**config.mk**
```make
export PLATFORM = sky130hd
export DESIGN_NAME = sysid_check_ctrl
export DESIGN_NICKNAME = d
export VERILOG_FILES = /design/src/rtl/sysid_check_pkg.sv /design/src/rtl/sysid_wait_timer.sv /design/src/rtl/sysid_check_ctrl.sv
export SDC_FILE = /design/constraint.sdc
export NUM_CORES = 1
export LEC_CHECK = 0
export ABC_AREA = 1
export CAP_MARGIN = 20
export CORE_MARGIN = 5
export CORE_UTILIZATION = 43
export DETAILED_ROUTE_END_ITERATION = 10
export PLACE_DENSITY = 0.77
export SKIP_LAST_GASP = 1
export SLEW_MARGIN = 5
export SYNTH_ARGS = -nofsm -noshare
export SYNTH_HDL_FRONTEND = slang
export SYNTH_SLANG_ARGS = --single-unit
export TNS_END_PERCENT = 100
```
**constraint.sdc**
```tcl
create_clock -name clock -period 2.51 [get_ports clock]
set_input_delay 0.3765 -clock clock [delete_from_list [all_inputs] [get_ports clock]]
set_output_delay 0.3765 -clock clock [all_outputs]
set_load 0.02 [all_outputs]
```
**src/rtl/sysid_check_pkg.sv**
```systemverilog
// Shared types and constants for the boot-time system-ID check controller.
package sysid_check_pkg;

    typedef enum logic [2:0] {
        ST_IDLE    = 3'd0,
        ST_RD_ID   = 3'd1,
        ST_RD_TS   = 3'd2,
        ST_BACKOFF = 3'd3,
        ST_CHECK   = 3'd4,
        ST_PASS    = 3'd5,
        ST_FAIL    = 3'd6
    } sysid_state_t;

    localparam logic [1:0] ERR_NONE    = 2'b00;
    localparam logic [1:0] ERR_ID      = 2'b01;
    localparam logic [1:0] ERR_TS      = 2'b10;
    localparam logic [1:0] ERR_TIMEOUT = 2'b11;

    localparam logic SYSID_ADDR_ID = 1'b0;
    localparam logic SYSID_ADDR_TS = 1'b1;

    // ID mismatch outranks timestamp mismatch when both words are wrong.
    function automatic logic [1:0] sysid_verdict(
        input logic [31:0] id_got,
        input logic [31:0] ts_got,
        input logic [31:0] id_exp,
        input logic [31:0] ts_exp
    );
        logic [1:0] v;
        if (id_got != id_exp) begin
            v = ERR_ID;
        end else if (ts_got != ts_exp) begin
            v = ERR_TS;
        end else begin
            v = ERR_NONE;
        end
        return v;
    endfunction

endpackage

```
**src/rtl/sysid_wait_timer.sv**
```systemverilog
// Clearable saturating stall counter; expired flags the stall cycle that
// brings the count to LIMIT. LIMIT of 0 never expires.
module sysid_wait_timer
    import sysid_check_pkg::*;
#(
    parameter int unsigned LIMIT = 32'd16
) (
    input  logic clock,
    input  logic reset,
    input  logic clr,
    input  logic en,
    output logic expired
);

    localparam int unsigned CW = (LIMIT == 32'd0) ? 32'd1 : $clog2(LIMIT + 32'd1);
    localparam logic [CW-1:0] SAT  = CW'(LIMIT);
    localparam logic [CW-1:0] LAST = (LIMIT == 32'd0) ? {CW{1'b0}} : CW'(LIMIT - 32'd1);
    localparam bit ENABLED = (LIMIT != 32'd0);

    logic [CW-1:0] count_r;

    // Stall cycle counter, cleared whenever the bus is not stalled.
    always_ff @(posedge clock or posedge reset) begin
        if (reset) begin
            count_r <= {CW{1'b0}};
        end else if (clr) begin
            count_r <= {CW{1'b0}};
        end else if (en && (count_r != SAT)) begin
            count_r <= count_r + CW'(1);
        end
    end

    assign expired = ENABLED && en && (count_r == LAST);

endmodule

```
**src/rtl/sysid_check_ctrl.sv**
```systemverilog
// Boot-time sysid checker: reads ID and timestamp over Avalon-MM and gates the
// SoC on a match. `release` is a reserved word, so the enable is soc_release.
module sysid_check_ctrl
    import sysid_check_pkg::*;
#(
    parameter logic [31:0] EXPECTED_ID    = 32'h0000_0000,
    parameter logic [31:0] EXPECTED_TS    = 32'h5542_F8BA,
    parameter bit          AUTO_START     = 1'b1,
    parameter int unsigned TIMEOUT_CYCLES = 32'd16,
    parameter int unsigned MAX_RETRIES    = 32'd2
) (
    input  logic        clock,
    input  logic        reset,
    input  logic        start,
    output logic        avm_address,
    output logic        avm_read,
    input  logic        avm_waitrequest,
    input  logic [31:0] avm_readdata,
    output logic        busy,
    output logic        done,
    output logic        pass,
    output logic [1:0]  err_code,
    output logic [31:0] id_value,
    output logic [31:0] ts_value,
    output logic        soc_release
);

    localparam int unsigned RW = (MAX_RETRIES == 32'd0) ? 32'd1 : $clog2(MAX_RETRIES + 32'd1);
    localparam logic [RW-1:0] RMAX = RW'(MAX_RETRIES);

    sysid_state_t  state_r;
    logic          auto_pending_r;
    logic [RW-1:0] retry_r;
    logic          avm_read_r;
    logic          avm_address_r;
    logic          busy_r;
    logic          done_r;
    logic          pass_r;
    logic          release_r;
    logic [1:0]    err_code_r;
    logic [31:0]   id_value_r;
    logic [31:0]   ts_value_r;

    logic          stall_s;
    logic          timeout_s;
    logic [1:0]    verdict_s;

    assign stall_s   = avm_read_r && avm_waitrequest;
    assign verdict_s = sysid_verdict(id_value_r, ts_value_r, EXPECTED_ID, EXPECTED_TS);

    sysid_wait_timer #(
        .LIMIT (TIMEOUT_CYCLES)
    ) u_wait_timer (
        .clock   (clock),
        .reset   (reset),
        .clr     (~stall_s),
        .en      (stall_s),
        .expired (timeout_s)
    );

    // Run sequencer with all outputs registered alongside the state.
    always_ff @(posedge clock or posedge reset) begin
        if (reset) begin
            state_r        <= ST_IDLE;
            auto_pending_r <= AUTO_START;
            retry_r        <= {RW{1'b0}};
            avm_read_r     <= 1'b0;
            avm_address_r  <= SYSID_ADDR_ID;
            busy_r         <= 1'b0;
            done_r         <= 1'b0;
            pass_r         <= 1'b0;
            release_r      <= 1'b0;
            err_code_r     <= ERR_NONE;
            id_value_r     <= 32'h0000_0000;
            ts_value_r     <= 32'h0000_0000;
        end else begin
            case (state_r)
                ST_IDLE, ST_PASS, ST_FAIL: begin
                    if (start || auto_pending_r) begin
                        state_r        <= ST_RD_ID;
                        auto_pending_r <= 1'b0;
                        retry_r        <= {RW{1'b0}};
                        avm_read_r     <= 1'b1;
                        avm_address_r  <= SYSID_ADDR_ID;
                        busy_r         <= 1'b1;
                        done_r         <= 1'b0;
                        pass_r         <= 1'b0;
                        release_r      <= 1'b0;
                        err_code_r     <= ERR_NONE;
                    end
                end
                ST_RD_ID, ST_RD_TS: begin
                    if (!avm_waitrequest) begin
                        if (state_r == ST_RD_ID) begin
                            id_value_r    <= avm_readdata;
                            state_r       <= ST_RD_TS;
                            avm_address_r <= SYSID_ADDR_TS;
                            retry_r       <= {RW{1'b0}};
                        end else begin
                            ts_value_r <= avm_readdata;
                            state_r    <= ST_CHECK;
                            avm_read_r <= 1'b0;
                        end
                    end else if (timeout_s) begin
                        avm_read_r <= 1'b0;
                        if (retry_r < RMAX) begin
                            state_r <= ST_BACKOFF;
                            retry_r <= retry_r + RW'(1);
                        end else begin
                            state_r    <= ST_FAIL;
                            err_code_r <= ERR_TIMEOUT;
                            busy_r     <= 1'b0;
                            done_r     <= 1'b1;
                        end
                    end
                end
                ST_BACKOFF: begin
                    // avm_address_r still names the read that timed out.
                    state_r    <= (avm_address_r == SYSID_ADDR_TS) ? ST_RD_TS : ST_RD_ID;
                    avm_read_r <= 1'b1;
                end
                ST_CHECK: begin
                    err_code_r <= verdict_s;
                    busy_r     <= 1'b0;
                    done_r     <= 1'b1;
                    pass_r     <= (verdict_s == ERR_NONE);
                    release_r  <= (verdict_s == ERR_NONE);
                    state_r    <= (verdict_s == ERR_NONE) ? ST_PASS : ST_FAIL;
                end
                default: begin
                    state_r    <= ST_IDLE;
                    avm_read_r <= 1'b0;
                    busy_r     <= 1'b0;
                end
            endcase
        end
    end

    assign avm_read    = avm_read_r;
    assign avm_address = avm_address_r;
    assign busy        = busy_r;
    assign done        = done_r;
    assign pass        = pass_r;
    assign soc_release = release_r;
    assign err_code    = err_code_r;
    assign id_value    = id_value_r;
    assign ts_value    = ts_value_r;

endmodule
```
==> flow_summary.json, run 1 <==
{
  "status": "complete, no violations",
  "syn_avg_cell_area_um2": 8.20,
  "rows": 33,
  "cp_slowest_cell": "clkdlybuf4s50_1",
  "dieHeight_um": 102,
  "slew_headroom": 0.602,
  "die-width_um": 102,
  "p_leak_uw": 0.00244,
  "cts_made_buffers": 9,
  "insertion_delay_ns": 0.34,
  "cp-end-kind": "output pin",
  "reg2reg_from": "u_wait_timer.count_r[0]$_DFFE_PP0P_",
  "path_buf_inv": 1,
  "viasPerCell": 4.77,
  "final_common_cell": "nand2_1",
  "groute.usage.overall": 0.183,
  "gp_congestion": 0.849,
  "yosysSeqAreaShare": 0.561,
  "clkTransAtPathRegs_ns": 0.09,
  "rrSetupSlack_ns": 0.90,
  "die_area_um2": 10500,
  "cts_resized": 0,
  "grt_pass1_wl_mm": 15.2,
  "drtIter0Drc": 118,
  "grt_max_degree": 58,
  "finalSetupTns_ns": 0,
  "tightest_slew_ns": 0.596,
  "cp_cell_sequence": "clkdlybuf4s50_1",
  "totalWireLength_mm": 9.01,
  "crit_fanout": 3,
  "synth_nets": 485,
  "synth.top_cell.area_share": 0.554,
  "areaGrowthSynthToFinish_pct": 37.1,
  "clock_tree.buffer_depth": 2,
  "report.final.slew_viol_count": 0,
  "antenna_found_initial": 0,
  "cap_violations": 0,
  "path_delay_family": "buffers and inverters",
  "io_pins": 108,
  "rsz0062_at_grt": "false",
  "wl_per_cell_um": 13.6,
  "worstPathArrival_ns": 1.41,
  "layout.nets": 594,
  "min_period_ns": 1.79,
  "mostFrequentLayoutCells": "nand2_1 (121), clkdlybuf4s50_1 (107), dfrtp_1 (81)",
  "insertedDiodeCount": 0,
  "clock.fmax_mhz": 559,
  "final_layout_size_suffix_gt1_frac": 0.0698,
  "cts_setup_buffers": 0,
  "htreeDepth": 3,
  "finalCritPeriodShare": 0.712,
  "worstSetupPathType": "register to output pin",
  "root_buffer": "clkbuf_8",
  "grt_pass1_vias": 3213,
  "postRouteAntennaNets": 0,
  "cts_tree": "yes",
  "ir_worst_vdd_v": 0.000673,
  "syn_inst": 446,
  "clock_sinks": 82,
  "final_hold_viol_count": 0,
  "power_density_nw_per_um2": 1300,
  "netlist.top_cell.by_area": "dfrtp_1",
  "multi_input_area_um2": 1270,
  "yosysWarnings": 0,
  "initial_core_util": 0.443,
  "synth.ff_latch_count": 82,
  "whs_ns": 0.396,
  "nFillCells": 738,
  "regArea_um2": 2050,
  "grt.overflow.total": 0,
  "core_um2": 8260,
  "yosys.cell_types.count": 23,
  "crit_start": "id_value[27]$_DFFE_PP0P_",
  "start_kind": "register",
  "port_buffers": 107,
  "cp.required_ns": 2.13,
  "hold_path_class": "input pin to asynchronous set/reset pin",
  "syn-cell-area_um2": 3660,
  "vias": 3165,
  "setup_viol_count_final": 0,
  "fin_skew_ns": 0.0107,
  "dp_hpwl_mm": 6.70,
  "drc": 0,
  "hold_buffers": 0,
  "cpPeakStageDelay_ns": 0.63,
  "ys_top_cells_by_area": "dfrtp_1 (55%), nand2_1 (12%), o21ai_0 (8.3%)",
  "firstDrtPassIters": 4
}
## flip-flops by register name (all words and copies together) (netlist names)
name,flops
u_wait_timer.count_r,5
soc_release,1
auto_pending_r,1
done,1
state_r,3
retry_r,2
id_value,32
ts_value,32
avm_read,1
busy,1
err_code,2
avm_address,1
## synthesized netlist by cell type
cell and instances:
nand2_1 121, dfrtp_1 81, inv_1 61, o21ai_0 61, nor2_1 49, o21ai_1 15
nand3_1 9, a21oi_1 6, nand2_2 6, clkbuf_1 5, buf_2 4, buf_6 4
nand4_1 4, nor2_2 4, ha_1 3, inv_2 3, nor3_1 3, buf_4 2
a21boi_1 1, dfstp_2 1, nand3_2 1, nor4_1 1, o21ai_2 1
## path summary, 6_finish.rpt
check	cells after the start	to
max	1	id_value[27]
min	2	ts_value[22]$_DFFE_PP0P_
max reg2reg	10	state_r[2]$_DFFE_PP0P_
min reg2reg	2	auto_pending_r$_DFFE_PP1P_
max in group asynchronous	3	ts_value[10]$_DFFE_PP0P_
min in group clock	2	auto_pending_r$_DFFE_PP1P_
## routing by layer
layer  up-vias  wire length, um  global-route usage
li1       1605                -                   -
met4         0               73              0.0484
met3         7              727              0.0601
met2        84             4260               0.292
met1      1469             3950               0.243
met5         -                0                   0
## cell type report
cell class | count | share of cell area
inverters | 64 | 0.0481
multi-input cells | 285 | 0.252
clock buffers | 9 | 0.0247
repair buffers | 113 | 0.227
well taps | 105 | 0.0262
clock inverters | 6 | 0.0117
flip-flops and latches | 82 | 0.409
## kinds of logic after synthesis
kind of cell | after synthesis | share of synthesized area
flops | 82 | 0.561
compound gates | 84 | 0.117
fa+ha+maj | 3 | 0.0103
buf+inv | 79 | 0.0927
simple gates | 198 | 0.219
## where the power goes
group,switching (uW),internal [uW]
logic,1800,1430
clock network,463,449
registers,483,1890
total,2740,3770
## metrics by stage
step                setup WS, ns  power [uW]  std cells  cell area (um2)   util
global route               0.669        7040        664             5020  0.607
finish                     0.723        6520        664             5020  0.607
global placement           0.688        5580        649             4830  0.585
detailed placement         0.599        5650        649             4830  0.585
CTS                        0.695        6570        664             5020  0.607
floorplan                 0.0267        4160        446             3660      -
Note: power is estimated with default switching activity, not from simulation.
==> run 2: changes to the inputs <==
--- a/config.mk
+++ b/config.mk
@@ -8,9 +8,9 @@
 export ABC_AREA = 1
 export CAP_MARGIN = 20
 export CORE_MARGIN = 5
-export CORE_UTILIZATION = 43
+export CORE_UTILIZATION = 47
 export DETAILED_ROUTE_END_ITERATION = 10
-export PLACE_DENSITY = 0.77
+export PLACE_DENSITY = 0.8
 export SKIP_LAST_GASP = 1
 export SLEW_MARGIN = 5
 export SYNTH_ARGS = -nofsm -noshare
==> constraint.sdc (replaced) <==
create_clock -name clock -period 1.7 [get_ports clock]
set_input_delay 0.255 -clock clock [delete_from_list [all_inputs] [get_ports clock]]
set_output_delay 0.255 -clock clock [all_outputs]
set_load 0.02 [all_outputs]
==> flow_summary.json, run 2 (synthesis gave the netlist of run 1 again) <==
{
  "gp_congestion": 0.865,
  "areaGrowthSynthToFinish_pct": 39.5,
  "htreeDepth": 3,
  "reg2reg_from": "u_wait_timer.count_r[0]$_DFFE_PP0P_",
  "start_kind": "register",
  "finalSetupTns_ns": 0,
  "core_um2": 7650,
  "status": "complete, no violations",
  "fin_cells": 665,
  "fin_ws_ns": 0.0621,
  "rrSetupSlack_ns": 0.10,
  "timing.rr.end": "state_r[2]$_DFFE_PP0P_",
  "drc": 0,
  "die_area_um2": 9650,
  "crit_fanout": 3,
  "cp_slowest_cell": "clkdlybuf4s50_1",
  "dp.cells": 647,
  "min_period_ns": 1.64,
  "final_common_cell": "nand2_1",
  "io_pins": 108,
  "postRouteAntennaNets": 0,
  "root_buffer": "clkbuf_8",
  "cts_made_buffers": 9,
  "viasPerCell": 4.76,
  "clock_sinks": 82,
  "slew_headroom": 0.701,
  "groute.usage.overall": 0.195,
  "firstDrtPassIters": 5,
  "dp_slack_ns": 0.0325,
  "worstPathArrival_ns": 1.38,
  "multi_input_area_um2": 1270,
  "fin_skew_ns": 0.00603,
  "rsz0062_at_grt": "true",
  "grt.overflow.total": 0,
  "cpPeakStageDelay_ns": 0.63,
  "worstSetupPathType": "register to output pin",
  "cp_cell_sequence": "clkdlybuf4s50_1",
  "vias": 3168,
  "path_buf_inv": 1,
  "dpl_cell_area_um2": 4860,
  "dieHeight_um": 98.2,
  "totalWireLength_mm": 9.00,
  "final_layout_size_suffix_gt1_frac": 0.0782,
  "regArea_um2": 2050,
  "cts_tree": "yes",
  "drtIter0Drc": 129,
  "grt_pass1_wl_mm": 15.5,
  "cap_violations": 0,
  "die-width_um": 98.2,
  "hold_path_class": "input pin to asynchronous set/reset pin",
  "port_buffers": 107,
  "tightest_slew_ns": 0.449,
  "mostFrequentLayoutCells": "nand2_1 (121), clkdlybuf4s50_1 (106), dfrtp_1 (81)",
  "rows": 32,
  "report.final.slew_viol_count": 0,
  "nFillCells": 617,
  "grt_max_degree": 83,
  "grt_pass1_vias": 3317,
  "setup_viol_count_final": 0,
  "power_density_nw_per_um2": 1940,
  "p_leak_uw": 0.00248,
  "clock_tree.buffer_depth": 2,
  "wl_per_cell_um": 13.5,
  "dp_hpwl_mm": 6.66,
  "finalPower_uw": 9910,
  "cp.required_ns": 1.44,
  "clkTransAtPathRegs_ns": 0.08,
  "final_area_um2": 5100,
  "insertedDiodeCount": 0,
  "finalCritPeriodShare": 0.963,
  "final_hold_viol_count": 0,
  "insertion_delay_ns": 0.34,
  "reg2reg_depth": 10,
  "clock.fmax_mhz": 611,
  "cp-end-kind": "output pin",
  "ir_worst_vdd_v": 0.00112,
  "layout.nets": 597,
  "initial_core_util": 0.478,
  "path_delay_family": "buffers and inverters",
  "hold_buffers": 0,
  "antenna_found_initial": 0
}
[run 2: how the worst max path moves through the flow]
| stage | from | to | slack [ns] | cells past startpoint |
|---|---|---|---|---|
| 6_report | ts_value[25]$_DFFE_PP0P_ | ts_value[25] | 0.06 | 1 |
| 5_1_grt | u_wait_timer.count_r[0]$_DFFE_PP0P_ | state_r[1]$_DFFE_PP0P_ | -0.04 | 10 |
| 4_1_cts | ts_value[22]$_DFFE_PP0P_ | ts_value[22] | 0.05 | 1 |
| 3_5_place_dp | avm_waitrequest | err_code[1]$_DFFE_PP0P_ | 0.03 | 8 |
| 3_3_place_gp | avm_waitrequest | err_code[1]$_DFFE_PP0P_ | 0.12 | 8 |
| 2_1_floorplan | u_wait_timer.count_r[0]$_DFFE_PP0P_ | state_r[2]$_DFFE_PP0P_ | 0.26 | 10 |
[run 2: what timing repair did]
item	CTS	global route
buffers inserted	0	2
endpoints found under the setup margin	1	8
pin swaps	0	1
gates cloned	0	0
resized for setup	1	2
[run 2: where the power goes]
group	switching (uW)	total (uW)	internal [uW]	leakage (uW)
Sequential	729	3530	2800	0.00103
Combinational	2680	4850	2170	0.00134
Clock	710	1540	827	0.000113
[run 2: through the flow]
stage | hold slack [ns] | util
2_1_floorplan | 0.400 | -
3_3_place_gp | 0.438 | 0.636
3_5_place_dp | 0.440 | 0.636
4_1_cts | 0.388 | 0.664
5_1_grt | 0.414 | 0.667
6_report | 0.338 | 0.667
[run 2: metal layers]
metal	wire (um)	vias up	global-route usage	part of all wire
li1	-	1613	-	-
met1	3990	1451	0.251	0.44
met2	4280	93	0.317	0.48
met3	592	11	0.0571	0.066
met4	129	0	0.0651	0.014
met5	0	-	0	0
[run 2: cell type report]
| type | count | share of cell area |
|---|---|---|
| sequential | 82 | 0.402 |
| multi-input combinational | 285 | 0.250 |
| timing repair buffer | 116 | 0.233 |
| inverter | 64 | 0.0478 |
| tap | 102 | 0.0250 |
| clock buffer | 9 | 0.0243 |
| clock inverter | 7 | 0.0181 |
==> run 3: changes to the inputs <==
--- a/config.mk
+++ b/config.mk
@@ -9,6 +9,7 @@
 export CAP_MARGIN = 20
 export CORE_MARGIN = 5
 export CORE_UTILIZATION = 47
+export CTS_CLUSTER_SIZE = 12
 export DETAILED_ROUTE_END_ITERATION = 10
 export PLACE_DENSITY = 0.8
 export SKIP_LAST_GASP = 1
==> results of run 3 <==
The final DEF is identical to that of run 2; final timing and power are the same.
